[src/rtl/hpu_pkg.sv]
// Shared definitions for the HPU control/status register block: AXI-Lite widths,
// register offsets, FSM encoding, response codes and small decode helpers.
package hpu_pkg;

  localparam int unsigned AXI_AW = 12;
  localparam int unsigned AXI_DW = 32;
  localparam int unsigned AXI_SW = 4;

  localparam logic [AXI_AW-1:0] OFF_CTRL       = 12'h000;
  localparam logic [AXI_AW-1:0] OFF_STATUS     = 12'h004;
  localparam logic [AXI_AW-1:0] OFF_ADDR_I     = 12'h008;
  localparam logic [AXI_AW-1:0] OFF_ADDR_J     = 12'h00C;
  localparam logic [AXI_AW-1:0] OFF_SCRATCH    = 12'h010;
  localparam logic [AXI_AW-1:0] OFF_RANDOM_NUM = 12'h014;
  localparam logic [AXI_AW-1:0] OFF_CYCLES     = 12'h018;
  localparam logic [AXI_AW-1:0] OFF_CORE_EN    = 12'h01C;
  localparam logic [AXI_AW-1:0] OFF_IRQ_EN     = 12'h020;

  localparam logic [1:0] RESP_OKAY   = 2'b00;
  localparam logic [1:0] RESP_SLVERR = 2'b10;

  typedef enum logic [2:0] {
    ST_IDLE = 3'd0,
    ST_AW   = 3'd1,
    ST_W    = 3'd2,
    ST_AWW  = 3'd3,
    ST_AR1  = 3'd4,
    ST_AR2  = 3'd5
  } axil_state_e;

  typedef struct packed {
    logic [AXI_AW-1:0] addr;
    logic [AXI_DW-1:0] data;
    logic [AXI_SW-1:0] strb;
  } axil_wr_t;

  // Byte-lane merge of new data over an old word under a write strobe
  function automatic logic [AXI_DW-1:0] strb_merge(input logic [AXI_DW-1:0] old_v,
                                                    input logic [AXI_DW-1:0] new_v,
                                                    input logic [AXI_SW-1:0] strb);
    logic [AXI_DW-1:0] r;
    r = old_v;
    for (int b = 0; b < int'(AXI_SW); b++) begin
      if (strb[b]) r[8*b +: 8] = new_v[8*b +: 8];
    end
    return r;
  endfunction

  function automatic logic addr_mapped(input logic [AXI_AW-1:0] a);
    return a inside {OFF_CTRL, OFF_STATUS, OFF_ADDR_I, OFF_ADDR_J, OFF_SCRATCH,
                     OFF_RANDOM_NUM, OFF_CYCLES, OFF_CORE_EN, OFF_IRQ_EN};
  endfunction

  function automatic logic wr_addr_err(input logic [AXI_AW-1:0] a);
    return !addr_mapped(a) || (a == OFF_CYCLES);
  endfunction

endpackage

[src/rtl/hpu_csr_if.sv]
// AXI4-Lite register port bundle (32-bit data, 12-bit address).
interface hpu_csr_if;
  import hpu_pkg::*;

  logic [AXI_AW-1:0] awaddr;
  logic              awvalid;
  logic              awready;
  logic [AXI_DW-1:0] wdata;
  logic [AXI_SW-1:0] wstrb;
  logic              wvalid;
  logic              wready;
  logic [1:0]        bresp;
  logic              bvalid;
  logic              bready;
  logic [AXI_AW-1:0] araddr;
  logic              arvalid;
  logic              arready;
  logic [AXI_DW-1:0] rdata;
  logic [1:0]        rresp;
  logic              rvalid;
  logic              rready;

  modport master (
    output awaddr, awvalid, wdata, wstrb, wvalid, bready, araddr, arvalid, rready,
    input  awready, wready, bresp, bvalid, arready, rdata, rresp, rvalid
  );

  modport slave (
    input  awaddr, awvalid, wdata, wstrb, wvalid, bready, araddr, arvalid, rready,
    output awready, wready, bresp, bvalid, arready, rdata, rresp, rvalid
  );

endinterface

[src/rtl/hpu_axil_slave.sv]
// AXI4-Lite slave FSM: collects AW/W in either order, issues a single-cycle
// register write strobe, and performs two-cycle register reads.
module hpu_axil_slave
  import hpu_pkg::*;
(
  input  logic              clk,
  input  logic              rst,
  hpu_csr_if.slave          s_axi,
  output logic              wr_en,
  output logic [AXI_AW-1:0] wr_addr,
  output logic [AXI_DW-1:0] wr_data,
  output logic [AXI_SW-1:0] wr_strb,
  output logic              rd_en,
  output logic [AXI_AW-1:0] rd_addr,
  input  logic [AXI_DW-1:0] rd_data,
  input  logic              rd_err
);

  axil_state_e       state_q, state_d;
  axil_wr_t          wreq_q, wreq_d;
  logic [AXI_AW-1:0] rd_addr_q, rd_addr_d;
  logic [1:0]        bresp_q, bresp_d;
  logic              wr_en_q, wr_en_d;
  logic              rd_en_q, rd_en_d;
  logic              awready_q, wready_q, arready_q, bvalid_q, rvalid_q;
  logic [AXI_DW-1:0] rdata_q;
  logic [1:0]        rresp_q;

  // Next-state and capture of the pending write / read address
  always_comb begin
    state_d   = state_q;
    wreq_d    = wreq_q;
    rd_addr_d = rd_addr_q;
    bresp_d   = bresp_q;
    wr_en_d   = 1'b0;
    rd_en_d   = 1'b0;

    case (state_q)
      ST_IDLE: begin
        if (s_axi.awvalid && s_axi.wvalid) begin
          wreq_d  = '{addr: s_axi.awaddr, data: s_axi.wdata, strb: s_axi.wstrb};
          state_d = ST_AWW;
        end else if (s_axi.awvalid) begin
          wreq_d.addr = s_axi.awaddr;
          state_d     = ST_AW;
        end else if (s_axi.wvalid) begin
          wreq_d.data = s_axi.wdata;
          wreq_d.strb = s_axi.wstrb;
          state_d     = ST_W;
        end else if (s_axi.arvalid) begin
          rd_addr_d = s_axi.araddr;
          state_d   = ST_AR1;
        end
      end
      ST_AW: begin
        if (s_axi.wvalid) begin
          wreq_d.data = s_axi.wdata;
          wreq_d.strb = s_axi.wstrb;
          state_d     = ST_AWW;
        end
      end
      ST_W: begin
        if (s_axi.awvalid) begin
          wreq_d.addr = s_axi.awaddr;
          state_d     = ST_AWW;
        end
      end
      ST_AWW: if (s_axi.bready) state_d = ST_IDLE;
      ST_AR1: state_d = ST_AR2;
      ST_AR2: if (s_axi.rready) state_d = ST_IDLE;
      default: state_d = ST_IDLE;
    endcase

    // Exactly one commit strobe, in the first cycle of AWW
    wr_en_d = (state_d == ST_AWW) && (state_q != ST_AWW);
    if (wr_en_d) bresp_d = wr_addr_err(wreq_d.addr) ? RESP_SLVERR : RESP_OKAY;
    rd_en_d = (state_d == ST_AR1);
  end

  always_ff @(posedge clk or posedge rst) begin
    if (rst) begin
      state_q   <= ST_IDLE;
      wreq_q    <= '0;
      rd_addr_q <= '0;
      bresp_q   <= RESP_OKAY;
      wr_en_q   <= 1'b0;
      rd_en_q   <= 1'b0;
      awready_q <= 1'b1;
      wready_q  <= 1'b1;
      arready_q <= 1'b1;
      bvalid_q  <= 1'b0;
      rvalid_q  <= 1'b0;
      rdata_q   <= '0;
      rresp_q   <= RESP_OKAY;
    end else begin
      state_q   <= state_d;
      wreq_q    <= wreq_d;
      rd_addr_q <= rd_addr_d;
      bresp_q   <= bresp_d;
      wr_en_q   <= wr_en_d;
      rd_en_q   <= rd_en_d;
      awready_q <= (state_d == ST_IDLE) || (state_d == ST_W);
      wready_q  <= (state_d == ST_IDLE) || (state_d == ST_AW);
      arready_q <= (state_d == ST_IDLE);
      bvalid_q  <= (state_d == ST_AWW);
      rvalid_q  <= (state_d == ST_AR2);
      if (state_q == ST_AR1) begin
        rdata_q <= rd_data;
        rresp_q <= rd_err ? RESP_SLVERR : RESP_OKAY;
      end
    end
  end

  assign s_axi.awready = awready_q;
  assign s_axi.wready  = wready_q;
  assign s_axi.arready = arready_q;
  assign s_axi.bvalid  = bvalid_q;
  assign s_axi.bresp   = bresp_q;
  assign s_axi.rvalid  = rvalid_q;
  assign s_axi.rdata   = rdata_q;
  assign s_axi.rresp   = rresp_q;

  assign wr_en   = wr_en_q;
  assign wr_addr = wreq_q.addr;
  assign wr_data = wreq_q.data;
  assign wr_strb = wreq_q.strb;
  assign rd_en   = rd_en_q;
  assign rd_addr = rd_addr_q;

endmodule

[src/rtl/hpu_csr.sv]
// HPU control/status registers: run/gen mode control, loop bounds, item count,
// core enables, run cycle counter and level interrupt behind an AXI-Lite port.
module hpu_csr
  import hpu_pkg::*;
#(
  parameter int unsigned NUM_CORES = 1,
  parameter int unsigned ITEM_W    = 16,
  parameter int unsigned IDX_W     = 20
) (
  input  logic                 clk,
  input  logic                 rst,
  hpu_csr_if.slave             s_axi,
  input  logic [ITEM_W-1:0]    item_cnt,
  input  logic                 done_pulse,
  output logic                 run,
  output logic                 gen,
  output logic [IDX_W-1:0]     addr_i,
  output logic [IDX_W-1:0]     addr_j,
  output logic [ITEM_W-1:0]    random_num,
  output logic [NUM_CORES-1:0] core_en,
  output logic                 irq
);

  localparam logic [AXI_DW-1:0] CYC_MAX = '1;

  logic              wr_en, rd_en;
  logic [AXI_AW-1:0] wr_addr, rd_addr;
  logic [AXI_DW-1:0] wr_data;
  logic [AXI_SW-1:0] wr_strb;
  logic [AXI_DW-1:0] rd_data_c;
  logic              rd_err_c;

  hpu_axil_slave u_axil (
    .clk     (clk),
    .rst     (rst),
    .s_axi   (s_axi),
    .wr_en   (wr_en),
    .wr_addr (wr_addr),
    .wr_data (wr_data),
    .wr_strb (wr_strb),
    .rd_en   (rd_en),
    .rd_addr (rd_addr),
    .rd_data (rd_data_c),
    .rd_err  (rd_err_c)
  );

  logic                 gen_q, gen_d, run_q, run_d, auto_stop_q, auto_stop_d;
  logic                 gen_done_q, gen_done_d, run_done_q, run_done_d;
  logic [IDX_W-1:0]     addr_i_q, addr_i_d, addr_j_q, addr_j_d;
  logic [AXI_DW-1:0]    scratch_q, scratch_d, cycles_q, cycles_d;
  logic [ITEM_W-1:0]    random_num_q, random_num_d;
  logic [NUM_CORES-1:0] core_en_q, core_en_d;
  logic [1:0]           irq_en_q, irq_en_d;
  logic                 irq_q, irq_d;
  logic [2:0]           ctrl_w;
  logic [1:0]           status_w1c;
  logic                 gen_hit;

  // Register updates: bus write plus datapath events; events win over W1C
  always_comb begin
    gen_d        = gen_q;
    run_d        = run_q;
    auto_stop_d  = auto_stop_q;
    gen_done_d   = gen_done_q;
    run_done_d   = run_done_q;
    addr_i_d     = addr_i_q;
    addr_j_d     = addr_j_q;
    scratch_d    = scratch_q;
    random_num_d = random_num_q;
    core_en_d    = core_en_q;
    irq_en_d     = irq_en_q;
    cycles_d     = cycles_q;

    ctrl_w     = 3'(strb_merge(32'({auto_stop_q, run_q, gen_q}), wr_data, wr_strb));
    status_w1c = 2'(strb_merge(32'h0, wr_data, wr_strb));
    gen_hit    = gen_q && (item_cnt == random_num_q);

    if (gen_hit) gen_d = 1'b0;
    if (done_pulse && auto_stop_q) run_d = 1'b0;

    if (wr_en) begin
      case (wr_addr)
        OFF_CTRL: begin
          gen_d       = ctrl_w[0];
          run_d       = ctrl_w[1];
          auto_stop_d = ctrl_w[2];
        end
        OFF_STATUS: begin
          gen_done_d = gen_done_q & ~status_w1c[0];
          run_done_d = run_done_q & ~status_w1c[1];
        end
        OFF_ADDR_I:     addr_i_d     = IDX_W'(strb_merge(32'(addr_i_q), wr_data, wr_strb));
        OFF_ADDR_J:     addr_j_d     = IDX_W'(strb_merge(32'(addr_j_q), wr_data, wr_strb));
        OFF_SCRATCH:    scratch_d    = strb_merge(scratch_q, wr_data, wr_strb);
        OFF_RANDOM_NUM: random_num_d = ITEM_W'(strb_merge(32'(random_num_q), wr_data, wr_strb));
        OFF_CORE_EN:    core_en_d    = NUM_CORES'(strb_merge(32'(core_en_q), wr_data, wr_strb));
        OFF_IRQ_EN:     irq_en_d     = 2'(strb_merge(32'(irq_en_q), wr_data, wr_strb));
        default: ;
      endcase
    end

    if (gen_hit)    gen_done_d = 1'b1;
    if (done_pulse) run_done_d = 1'b1;

    if (run_d && !run_q)                      cycles_d = '0;
    else if (run_q && (cycles_q != CYC_MAX)) cycles_d = cycles_q + 32'd1;

    irq_d = |({run_done_q, gen_done_q} & irq_en_q);
  end

  // Read mux, sampled by the slave in its first read cycle
  always_comb begin
    rd_data_c = '0;
    rd_err_c  = 1'b0;
    case (rd_addr)
      OFF_CTRL:       rd_data_c = 32'({auto_stop_q, run_q, gen_q});
      OFF_STATUS:     rd_data_c = 32'({run_done_q, gen_done_q});
      OFF_ADDR_I:     rd_data_c = 32'(addr_i_q);
      OFF_ADDR_J:     rd_data_c = 32'(addr_j_q);
      OFF_SCRATCH:    rd_data_c = scratch_q;
      OFF_RANDOM_NUM: rd_data_c = 32'(random_num_q);
      OFF_CYCLES:     rd_data_c = cycles_q;
      OFF_CORE_EN:    rd_data_c = 32'(core_en_q);
      OFF_IRQ_EN:     rd_data_c = 32'(irq_en_q);
      default:        rd_err_c  = 1'b1;
    endcase
    if (!rd_en) rd_data_c = '0;
  end

  always_ff @(posedge clk or posedge rst) begin
    if (rst) begin
      gen_q        <= 1'b0;
      run_q        <= 1'b0;
      auto_stop_q  <= 1'b0;
      gen_done_q   <= 1'b0;
      run_done_q   <= 1'b0;
      addr_i_q     <= IDX_W'(299);
      addr_j_q     <= IDX_W'(2);
      scratch_q    <= '0;
      random_num_q <= ITEM_W'(1000);
      core_en_q    <= '1;
      irq_en_q     <= '0;
      cycles_q     <= '0;
      irq_q        <= 1'b0;
    end else begin
      gen_q        <= gen_d;
      run_q        <= run_d;
      auto_stop_q  <= auto_stop_d;
      gen_done_q   <= gen_done_d;
      run_done_q   <= run_done_d;
      addr_i_q     <= addr_i_d;
      addr_j_q     <= addr_j_d;
      scratch_q    <= scratch_d;
      random_num_q <= random_num_d;
      core_en_q    <= core_en_d;
      irq_en_q     <= irq_en_d;
      cycles_q     <= cycles_d;
      irq_q        <= irq_d;
    end
  end

  assign run        = run_q;
  assign gen        = gen_q;
  assign addr_i     = addr_i_q;
  assign addr_j     = addr_j_q;
  assign random_num = random_num_q;
  assign core_en    = core_en_q;
  assign irq        = irq_q;

endmodule
[src/flat_wrapper.sv]
// flat-port wrapper written by rule: the top's interface ports become plain ports
module hpu_csr_flat import hpu_pkg::*;
#(
  parameter int unsigned NUM_CORES = 1,
  parameter int unsigned ITEM_W    = 16,
  parameter int unsigned IDX_W     = 20
)
  (clk, rst, item_cnt, done_pulse, run, gen, addr_i, addr_j, random_num, core_en, irq, s_axi_awaddr, s_axi_awvalid, s_axi_wdata, s_axi_wstrb, s_axi_wvalid, s_axi_bready, s_axi_araddr, s_axi_arvalid, s_axi_rready, s_axi_awready, s_axi_wready, s_axi_bresp, s_axi_bvalid, s_axi_arready, s_axi_rdata, s_axi_rresp, s_axi_rvalid);
  hpu_csr_if s_axi_i ();
  input  logic clk;
  input  logic rst;
  input  logic [ITEM_W-1:0] item_cnt;
  input  logic done_pulse;
  output logic run;
  output logic gen;
  output logic [IDX_W-1:0] addr_i;
  output logic [IDX_W-1:0] addr_j;
  output logic [ITEM_W-1:0] random_num;
  output logic [NUM_CORES-1:0] core_en;
  output logic irq;
  input wire logic [$bits(s_axi_i.awaddr)-1:0] s_axi_awaddr;
  input wire logic [$bits(s_axi_i.awvalid)-1:0] s_axi_awvalid;
  input wire logic [$bits(s_axi_i.wdata)-1:0] s_axi_wdata;
  input wire logic [$bits(s_axi_i.wstrb)-1:0] s_axi_wstrb;
  input wire logic [$bits(s_axi_i.wvalid)-1:0] s_axi_wvalid;
  input wire logic [$bits(s_axi_i.bready)-1:0] s_axi_bready;
  input wire logic [$bits(s_axi_i.araddr)-1:0] s_axi_araddr;
  input wire logic [$bits(s_axi_i.arvalid)-1:0] s_axi_arvalid;
  input wire logic [$bits(s_axi_i.rready)-1:0] s_axi_rready;
  output wire logic [$bits(s_axi_i.awready)-1:0] s_axi_awready;
  output wire logic [$bits(s_axi_i.wready)-1:0] s_axi_wready;
  output wire logic [$bits(s_axi_i.bresp)-1:0] s_axi_bresp;
  output wire logic [$bits(s_axi_i.bvalid)-1:0] s_axi_bvalid;
  output wire logic [$bits(s_axi_i.arready)-1:0] s_axi_arready;
  output wire logic [$bits(s_axi_i.rdata)-1:0] s_axi_rdata;
  output wire logic [$bits(s_axi_i.rresp)-1:0] s_axi_rresp;
  output wire logic [$bits(s_axi_i.rvalid)-1:0] s_axi_rvalid;
  assign s_axi_i.awaddr = s_axi_awaddr;
  assign s_axi_i.awvalid = s_axi_awvalid;
  assign s_axi_i.wdata = s_axi_wdata;
  assign s_axi_i.wstrb = s_axi_wstrb;
  assign s_axi_i.wvalid = s_axi_wvalid;
  assign s_axi_i.bready = s_axi_bready;
  assign s_axi_i.araddr = s_axi_araddr;
  assign s_axi_i.arvalid = s_axi_arvalid;
  assign s_axi_i.rready = s_axi_rready;
  assign s_axi_awready = s_axi_i.awready;
  assign s_axi_wready = s_axi_i.wready;
  assign s_axi_bresp = s_axi_i.bresp;
  assign s_axi_bvalid = s_axi_i.bvalid;
  assign s_axi_arready = s_axi_i.arready;
  assign s_axi_rdata = s_axi_i.rdata;
  assign s_axi_rresp = s_axi_i.rresp;
  assign s_axi_rvalid = s_axi_i.rvalid;
  hpu_csr #(.NUM_CORES(NUM_CORES), .ITEM_W(ITEM_W), .IDX_W(IDX_W)) u_core (.clk(clk), .rst(rst), .s_axi(s_axi_i), .item_cnt(item_cnt), .done_pulse(done_pulse), .run(run), .gen(gen), .addr_i(addr_i), .addr_j(addr_j), .random_num(random_num), .core_en(core_en), .irq(irq));
endmodule
[config.mk]
export PLATFORM = sky130hd
export DESIGN_NAME = hpu_csr_flat
export DESIGN_NICKNAME = d
export VERILOG_FILES = /design/src/rtl/hpu_pkg.sv /design/src/rtl/hpu_csr_if.sv /design/src/rtl/hpu_axil_slave.sv /design/src/rtl/hpu_csr.sv /design/src/flat_wrapper.sv
export SDC_FILE = /design/constraint.sdc
export NUM_CORES = 1
export LEC_CHECK = 0
export ABC_AREA = 0
export CORE_MARGIN = 8
export CORE_UTILIZATION = 53
export CTS_CLUSTER_SIZE = 14
export DETAILED_ROUTE_END_ITERATION = 6
export HOLD_SLACK_MARGIN = 0.02
export PLACE_DENSITY = 0.8
export SETUP_SLACK_MARGIN = 0.2
export SYNTH_ARGS = -nofsm -noshare
export SYNTH_HDL_FRONTEND = slang
export SYNTH_SLANG_ARGS = --single-unit
[constraint.sdc]
create_clock -name clk -period 9.4 [get_ports clk]
set_input_delay 1.88 -clock clk [delete_from_list [all_inputs] [get_ports clk]]
set_output_delay 1.88 -clock clk [all_outputs]
set_load 0.05 [all_outputs]
==> flow_summary_export.csv, run 1 <==
group,metric,value,unit
outcome,status,"complete, no violations",
drt,wirelength,27.3,mm
sta,tns,0,ns
placed_design,finalWeightedCongestion,0.889,
synth,ys.flop_type,"dfrtp_1",
power_and_ir_drop,power.leakage,0.00553,uW
sta,slew_viol_final,0,
layout,finalNonFillerCells,1314,
grt,grt_pass1_vias,7879,
sta,hold_violations,0,
drt,vias,7749,
critical_path,slowest_stage,"clkdlybuf4s50_1",
critical_path,worstSetupStartpoint,"u_core.run",
min_path,hp-start,"u_core.u_axil.s_axi.rdata[28]",
critical_path,worst_setup_path_end_kind,"output port",
critical_path,crit_arrival,2.20,ns
critical_path,crit-reg2reg-launch,"u_core.u_axil.rd_addr[6]",
critical_path,cpPeakStageDelay,0.96,ns
sta,holdWs,0.480,ns
grt,grt_pass1_wl,43.0,mm
clocking,cts_root_buf,"clkbuf_16",
critical_path,critPathMaxFanout,17,
critical_path,critPathBufInv,1,
grt,antenna_found_initial,0,
synth,ys_types,61,
min_path,hold_depth,2,
synth,ys_warn_count,0,
critical_path,worst_ep_required_time,7.52,ns
clocking,post-cts-setup-buffer-count,0,
die,die_area,24500,um2
clocking,cts.clk_slew.worst_paths,0.06,ns
critical_path,path_cells,"clkdlybuf4s50_1",
critical_path,cp_top_family,"buffers and inverters",
layout,antenna_cells,0,
placed_design,place_inst,1270,
clocking,h-tree-depth,1,
die,die_width,157,um
min_path,hp-class,"reg2reg",
clocking,numCtsBuffers,25,
die,rows,51,
drt,met2_length,13.6,mm
clocking,cts_buffer_depth,3,
clocking,tritoncts,"built",
power_and_ir_drop,vdd_drop_max,0.000141,V
sta,fmax,0.245,GHz
die,die_h,157,um
critical_path,critPathKind,"reg2out",
sta,rsz0062_at_grt,"false",
power_and_ir_drop,power_density,218,nW/um2
clocking,cts_hold_buf,0,
placed_design,dp_hpwl,19.2,mm
clocking,clock_sinks,233,
sta,period_share,43.4,%
synth,avgSynthCellArea,12.2,um2
die,core_region_area,19500,um2
synth,synth_edf_count,0,
placed_design,post-place-ws,5.14,ns
critical_path,r2r_end,"u_core.u_axil.s_axi.rdata[3]",
synth,ys_seq_area_share,55.8,%
critical_path,critPathLaunchType,"flop",
die,start_util,53.8,%
grt,grt_max_degree,151,
sta,setup_violations,0,
drt,dr_wl_met3,1.80,mm
die,io_pins,185,
sta,worstMarginPinSlew,1.11,ns
sta,slew_headroom,25.6,%
synth,synth-seq-cells,233,
synth,syn_inst,858,
drt,viasPerCell,5.90,
layout,nNetsFinal,1117,
sta,fin_ws,5.32,ns
synth,ys_async_sr_fraction,100,%
drt,drcViolationCount,0,
grt,track_usage,22.1,%
layout,synthToLayoutAreaGrowth,27.3,%
sta,fin_skew,0.00583,ns
synth,syn_area,10500,um2
layout,drive_above_1_share,22.2,%
critical_path,reg2reg_setup_slack,6.35,ns
layout,fin_util,68.6,%
drt,drt-met1-wl,11.4,mm
critical_path,reg2reg_depth,5,
flow_run,maxCapViolations,0,
sta,period_needed,4.08,ns
drt,drt_iter0_markers,691,
min_path,min_to,"u_core.u_axil.s_axi.rdata[28]",
grt,gr-total-overflow,0,
drt,dr.pass1.iters,6,
clocking,cts_resized,0,
drt,top_layer,"met4",
drt,wl_per_cell,20.8,um
drt,antenna_left,0,
clocking,clk_latency,0.51,ns
placed_design,io_buffers,182,
[cell type report]
type                    count  area (um2)
fillers                  1434        6120
repair buffers            192        1900
inverters                  11        48.8
flip-flops and latches    233        5850
well taps                 265         332
clock buffers              42         769
clock inverters             2        10.0
multi-input cells         569        4440
[cell usage in the layout (no fill, tap or decap), types with 4 or more instances in the layout]
cell type        instances
dfrtp_1                217
clkdlybuf4s50_1        182
mux2_2                 152
nand2_1                 48
o21ai_0                 48
a22oi_1                 44
nor2_1                  41
xnor2_1                 26
clkbuf_16               25
nand3_1                 22
nand4_1                 16
dfstp_2                 16
a221oi_1                14
mux2i_1                 13
nor3_1                  12
nor4_1                  11
inv_1                   10
a21oi_1                 10
buf_4                   10
clkbuf_1                 9
and4_1                   8
clkbuf_8                 8
or4_1                    7
and3_1                   6
o31ai_1                  6
a31oi_1                  6
o211ai_1                 5
or3_1                    5
nand3b_1                 4
nor3b_1                  4
a2111oi_0                4
and2_1                   4
nor2b_1                  4
a222oi_1                 4
[power breakdown]
| part | internal [uW] | total (uW) | switching [uW] |
|---|---|---|---|
| combinational | 283 | 574 | 291 |
| sequential | 1180 | 1410 | 230 |
| clock | 551 | 922 | 371 |
| total | 2020 | 2910 | 892 |
[kinds of logic after synthesis]
family	Yosys count	share of synthesized area [%]
flip-flops	233	55.8
AND/OR/NAND/NOR	217	11.7
multiplexers	165	17.6
AO/OA/AOI/OAI	156	10.2
buffers and inverters	57	2.23
XOR/XNOR	28	2.34
adder cells (fa/ha/maj)	1	0.119
other	1	0.0358
[metrics by stage]
| stage | instance area (um2) | total power, uW |
|---|---|---|
| finish | 13300 | 2910 |
| CTS | 13300 | 2920 |
| global placement | 12600 | 1970 |
| detailed placement | 12600 | 1990 |
| floorplan | 10500 | 1780 |
| global route | 13300 | 3040 |
[worst max-delay path by stage]
stage / to / slack (ns) / cells after the start
after floorplan: asynchronous set/reset pin / 1.16 / 1
after global placement: u_core.cycles_q[29] / 5.11 / 3
after detailed placement: u_core.cycles_q[28] / 5.14 / 3
after CTS: run / 5.32 / 1
after global routing: run / 5.21 / 1
final: run / 5.32 / 1
[synth_stat cells, types with 7 or more instances]
cell type | n | share of area (%)
a21oi_1 | 10 | 0.48
a221oi_1 | 14 | 1.2
a22oi_1 | 44 | 3.2
and4_1 | 8 | 0.67
clkbuf_1 | 35 | 1.3
dfrtp_1 | 217 | 52
dfstp_2 | 16 | 4.0
inv_1 | 11 | 0.39
mux2_2 | 152 | 16
mux2i_1 | 13 | 1.2
nand2_1 | 48 | 1.7
nand3_1 | 22 | 1.1
nand4_1 | 16 | 0.96
nor2_1 | 41 | 1.5
nor3_1 | 12 | 0.57
nor4_1 | 12 | 0.72
o21ai_0 | 48 | 2.3
or4_1 | 7 | 0.50
xnor2_1 | 26 | 2.2
[layer usage]
metal  track usage, %  vias up
li1                 -     3558
met5                0        -
met4             6.54        0
met2             37.2      254
met3             4.52       38
met1             28.4     3899
(Power assumes the default switching activity.)
==> run 2: changes to the inputs <==
--- a/config.mk
+++ b/config.mk
@@ -7,11 +7,11 @@
 export LEC_CHECK = 0
 export ABC_AREA = 0
 export CORE_MARGIN = 8
-export CORE_UTILIZATION = 53
+export CORE_UTILIZATION = 48
 export CTS_CLUSTER_SIZE = 14
 export DETAILED_ROUTE_END_ITERATION = 6
 export HOLD_SLACK_MARGIN = 0.02
-export PLACE_DENSITY = 0.8
+export PLACE_DENSITY = 0.77
 export SETUP_SLACK_MARGIN = 0.2
 export SYNTH_ARGS = -nofsm -noshare
 export SYNTH_HDL_FRONTEND = slang
==> constraint.sdc (replaced) <==
create_clock -name clk -period 3.4 [get_ports clk]
set_input_delay 0.68 -clock clk [delete_from_list [all_inputs] [get_ports clk]]
set_output_delay 0.68 -clock clk [all_outputs]
set_load 0.05 [all_outputs]
==> run 2 against run 1 <==
Effect of this change:
- critical path depth grew 4
- clock power grew to 2.8 times the previous value
- utilization shrank 6.4 points
- global-route usage shrank 1.2 points
- total power grew to 2.8 times the previous value
- die area grew 9.3%
- register-to-register slack lost 5.9 ns
- final cell count grew 1.8%
- via count grew 1.3%
- sequential power grew to 2.8 times the previous value
- clock skew grew 0.0016 ns
==> flow_summary_export.csv, run 2 (same netlist as run 1, synthesis figures left out) <==
group,metric,value,unit
drt,viasPerCell,5.87,
layout,multiInputGateArea,4440,um2
drt,vias,7852,
drt,antenna_left,0,
die,io_pins,185,
layout,synthToLayoutAreaGrowth,28.3,%
critical_path,cp.depth,5,
layout,finalNonFillerCells,1337,
critical_path,cp_top_family,"simple AND/OR/NAND/NOR gates",
clocking,clock_sinks,233,
drt,wirelength,28.0,mm
grt,grt_max_degree,106,
sta,period_needed,2.96,ns
layout,mostFrequentLayoutCell,"dfrtp_1",
critical_path,critPathKind,"reg2reg",
die,die_width,164,um
critical_path,path_cells,"or4_4 > or4_1 > nor3_2 > and3_1 > mux2_2",
grt,track_usage,20.9,%
die,die_area,26800,um2
drt,dr.pass1.iters,5,
layout,fin_util,62.2,%
clocking,numCtsBuffers,25,
min_path,hp-start,"u_core.u_axil.s_axi.rdata[26]",
power_and_ir_drop,total_power,8110,uW
critical_path,critPathLaunchType,"flop",
placed_design,post-place-ws,0.485,ns
layout,regArea,5850,um2
sta,fin_ws,0.439,ns
layout,mostFrequentLayoutCells,"217 x dfrtp_1, 182 x clkdlybuf4s50_1, 152 x mux2_2",
grt,gr-total-overflow,0,
drt,drcViolationCount,0,
critical_path,worst_setup_path_end_kind,"flop",
layout,nNetsFinal,1124,
critical_path,r2r_end,"u_core.scratch_q[17]",
layout,drive_above_1_share,22.8,%
critical_path,crit_end,"u_core.scratch_q[17]",
min_path,hp-class,"reg2reg",
sta,setup_violations,0,
drt,wl_per_cell,21.0,um
power_and_ir_drop,power.leakage,0.00557,uW
grt,antenna_found_initial,1,
clocking,h-tree-depth,1,
die,die_h,164,um
die,rows,54,
critical_path,critPathBufInv,0,
placed_design,dp_hpwl,20.1,mm
placed_design,place_area,12700,um2
critical_path,crit-reg2reg-launch,"u_core.u_axil.wr_addr[9]",
clocking,cts.clk_slew.worst_paths,0.06,ns
drt,drt_iter0_markers,600,
die,core_region_area,21600,um2
layout,antenna_cells,0,
sta,period_share,87.1,%
outcome,status,"complete, no violations",
critical_path,slowest_stage,"or4_1",
critical_path,reg2reg_setup_slack,0.44,ns
critical_path,reg2reg_depth,5,
sta,rsz0062_at_grt,"false",
clocking,cts_resized,0,
clocking,cts_hold_buf,0,
placed_design,finalWeightedCongestion,0.911,
clocking,tritoncts,"built",
clocking,cts_buffer_depth,3,
layout,fin_area,13400,um2
grt,grt_pass1_vias,8261,
sta,fin_skew,0.00744,ns
sta,worstMarginPinSlew,0.779,ns
layout,fillers,1694,
power_and_ir_drop,power_density,603,nW/um2
die,start_util,48.5,%
critical_path,cpPeakStageDelay,0.64,ns
placed_design,io_buffers,182,
sta,hold_violations,0,
clocking,post-cts-setup-buffer-count,0,
clocking,cts_root_buf,"clkbuf_16",
critical_path,worst_ep_required_time,3.80,ns
sta,slew_headroom,47.6,%
sta,fmax,0.338,GHz
clocking,clk_latency,0.51,ns
placed_design,place_inst,1292,
power_and_ir_drop,vdd_drop_max,0.000373,V
sta,slew_viol_final,0,
critical_path,critPathMaxFanout,8,
critical_path,worstSetupStartpoint,"u_core.u_axil.wr_addr[9]",
critical_path,crit_arrival,3.36,ns
flow_run,maxCapViolations,0,
grt,grt_pass1_wl,44.7,mm
==> run 2: changes by cell type in the layout (fill, tap and decap cells not counted), sizes merged <==
cell,before,now
clkinv,2,4
inv,11,10
clkinvlp,0,1
clkbuf,42,41
buf,10,17
==> run 2: area by class of cell <==
class,instances,share of cell area [%]
flip-flops and latches,233,43.5
multi-input cells,569,33.1
repair buffers,199,14.7
clock buffers,41,5.62
well taps,280,2.61
inverters,11,0.335
clock inverters,4,0.149
==> run 2: worst register-to-register path: cells and delay by family (launching register included) <==
kind / cells / cell delay, ns
DFF: 1 / 0.37
and+or+nand+nor: 4 / 2.08
muxes: 1 / 0.40
==> run 2: how the worst min path moves through the flow <==
stage	depth (start not counted)	slack, ns	end
after floorplan	2	0.47	u_core.u_axil.s_axi.rdata[3]
after global placement	2	0.46	u_core.u_axil.s_axi.rdata[27]
after detailed placement	2	0.47	u_core.u_axil.s_axi.rdata[26]
after CTS	2	0.48	u_core.u_axil.s_axi.rdata[26]
after global routing	2	0.51	u_core.u_axil.s_axi.rdata[30]
final	2	0.48	u_core.u_axil.s_axi.rdata[26]
==> run 2: report_power, final <==
| group | internal, uW | leakage [uW] | switching (uW) |
|---|---|---|---|
| logic | 798 | 0.00215 | 817 |
| registers | 3270 | 0.00303 | 667 |
| clock network | 1510 | 0.000385 | 1060 |
| total | 5570 | 0.00557 | 2540 |
==> run 2: stage by stage <==
step / hold slack [ns] / TNS [ns]
2_1_floorplan: 0.467 / -68.76
3_3_place_gp: 0.463 / 0
3_5_place_dp: 0.470 / 0
4_1_cts: 0.483 / 0
5_1_grt: 0.509 / 0
6_report: 0.477 / 0
==> run 2: metal layers <==
layer,GRT usage (%),share of wire [%],up-vias
li1,-,-,3564
met1,26.4,41,3957
met2,34.7,49,272
met3,5.19,6.8,57
met4,6.74,2.9,2
met5,0,0.046,-
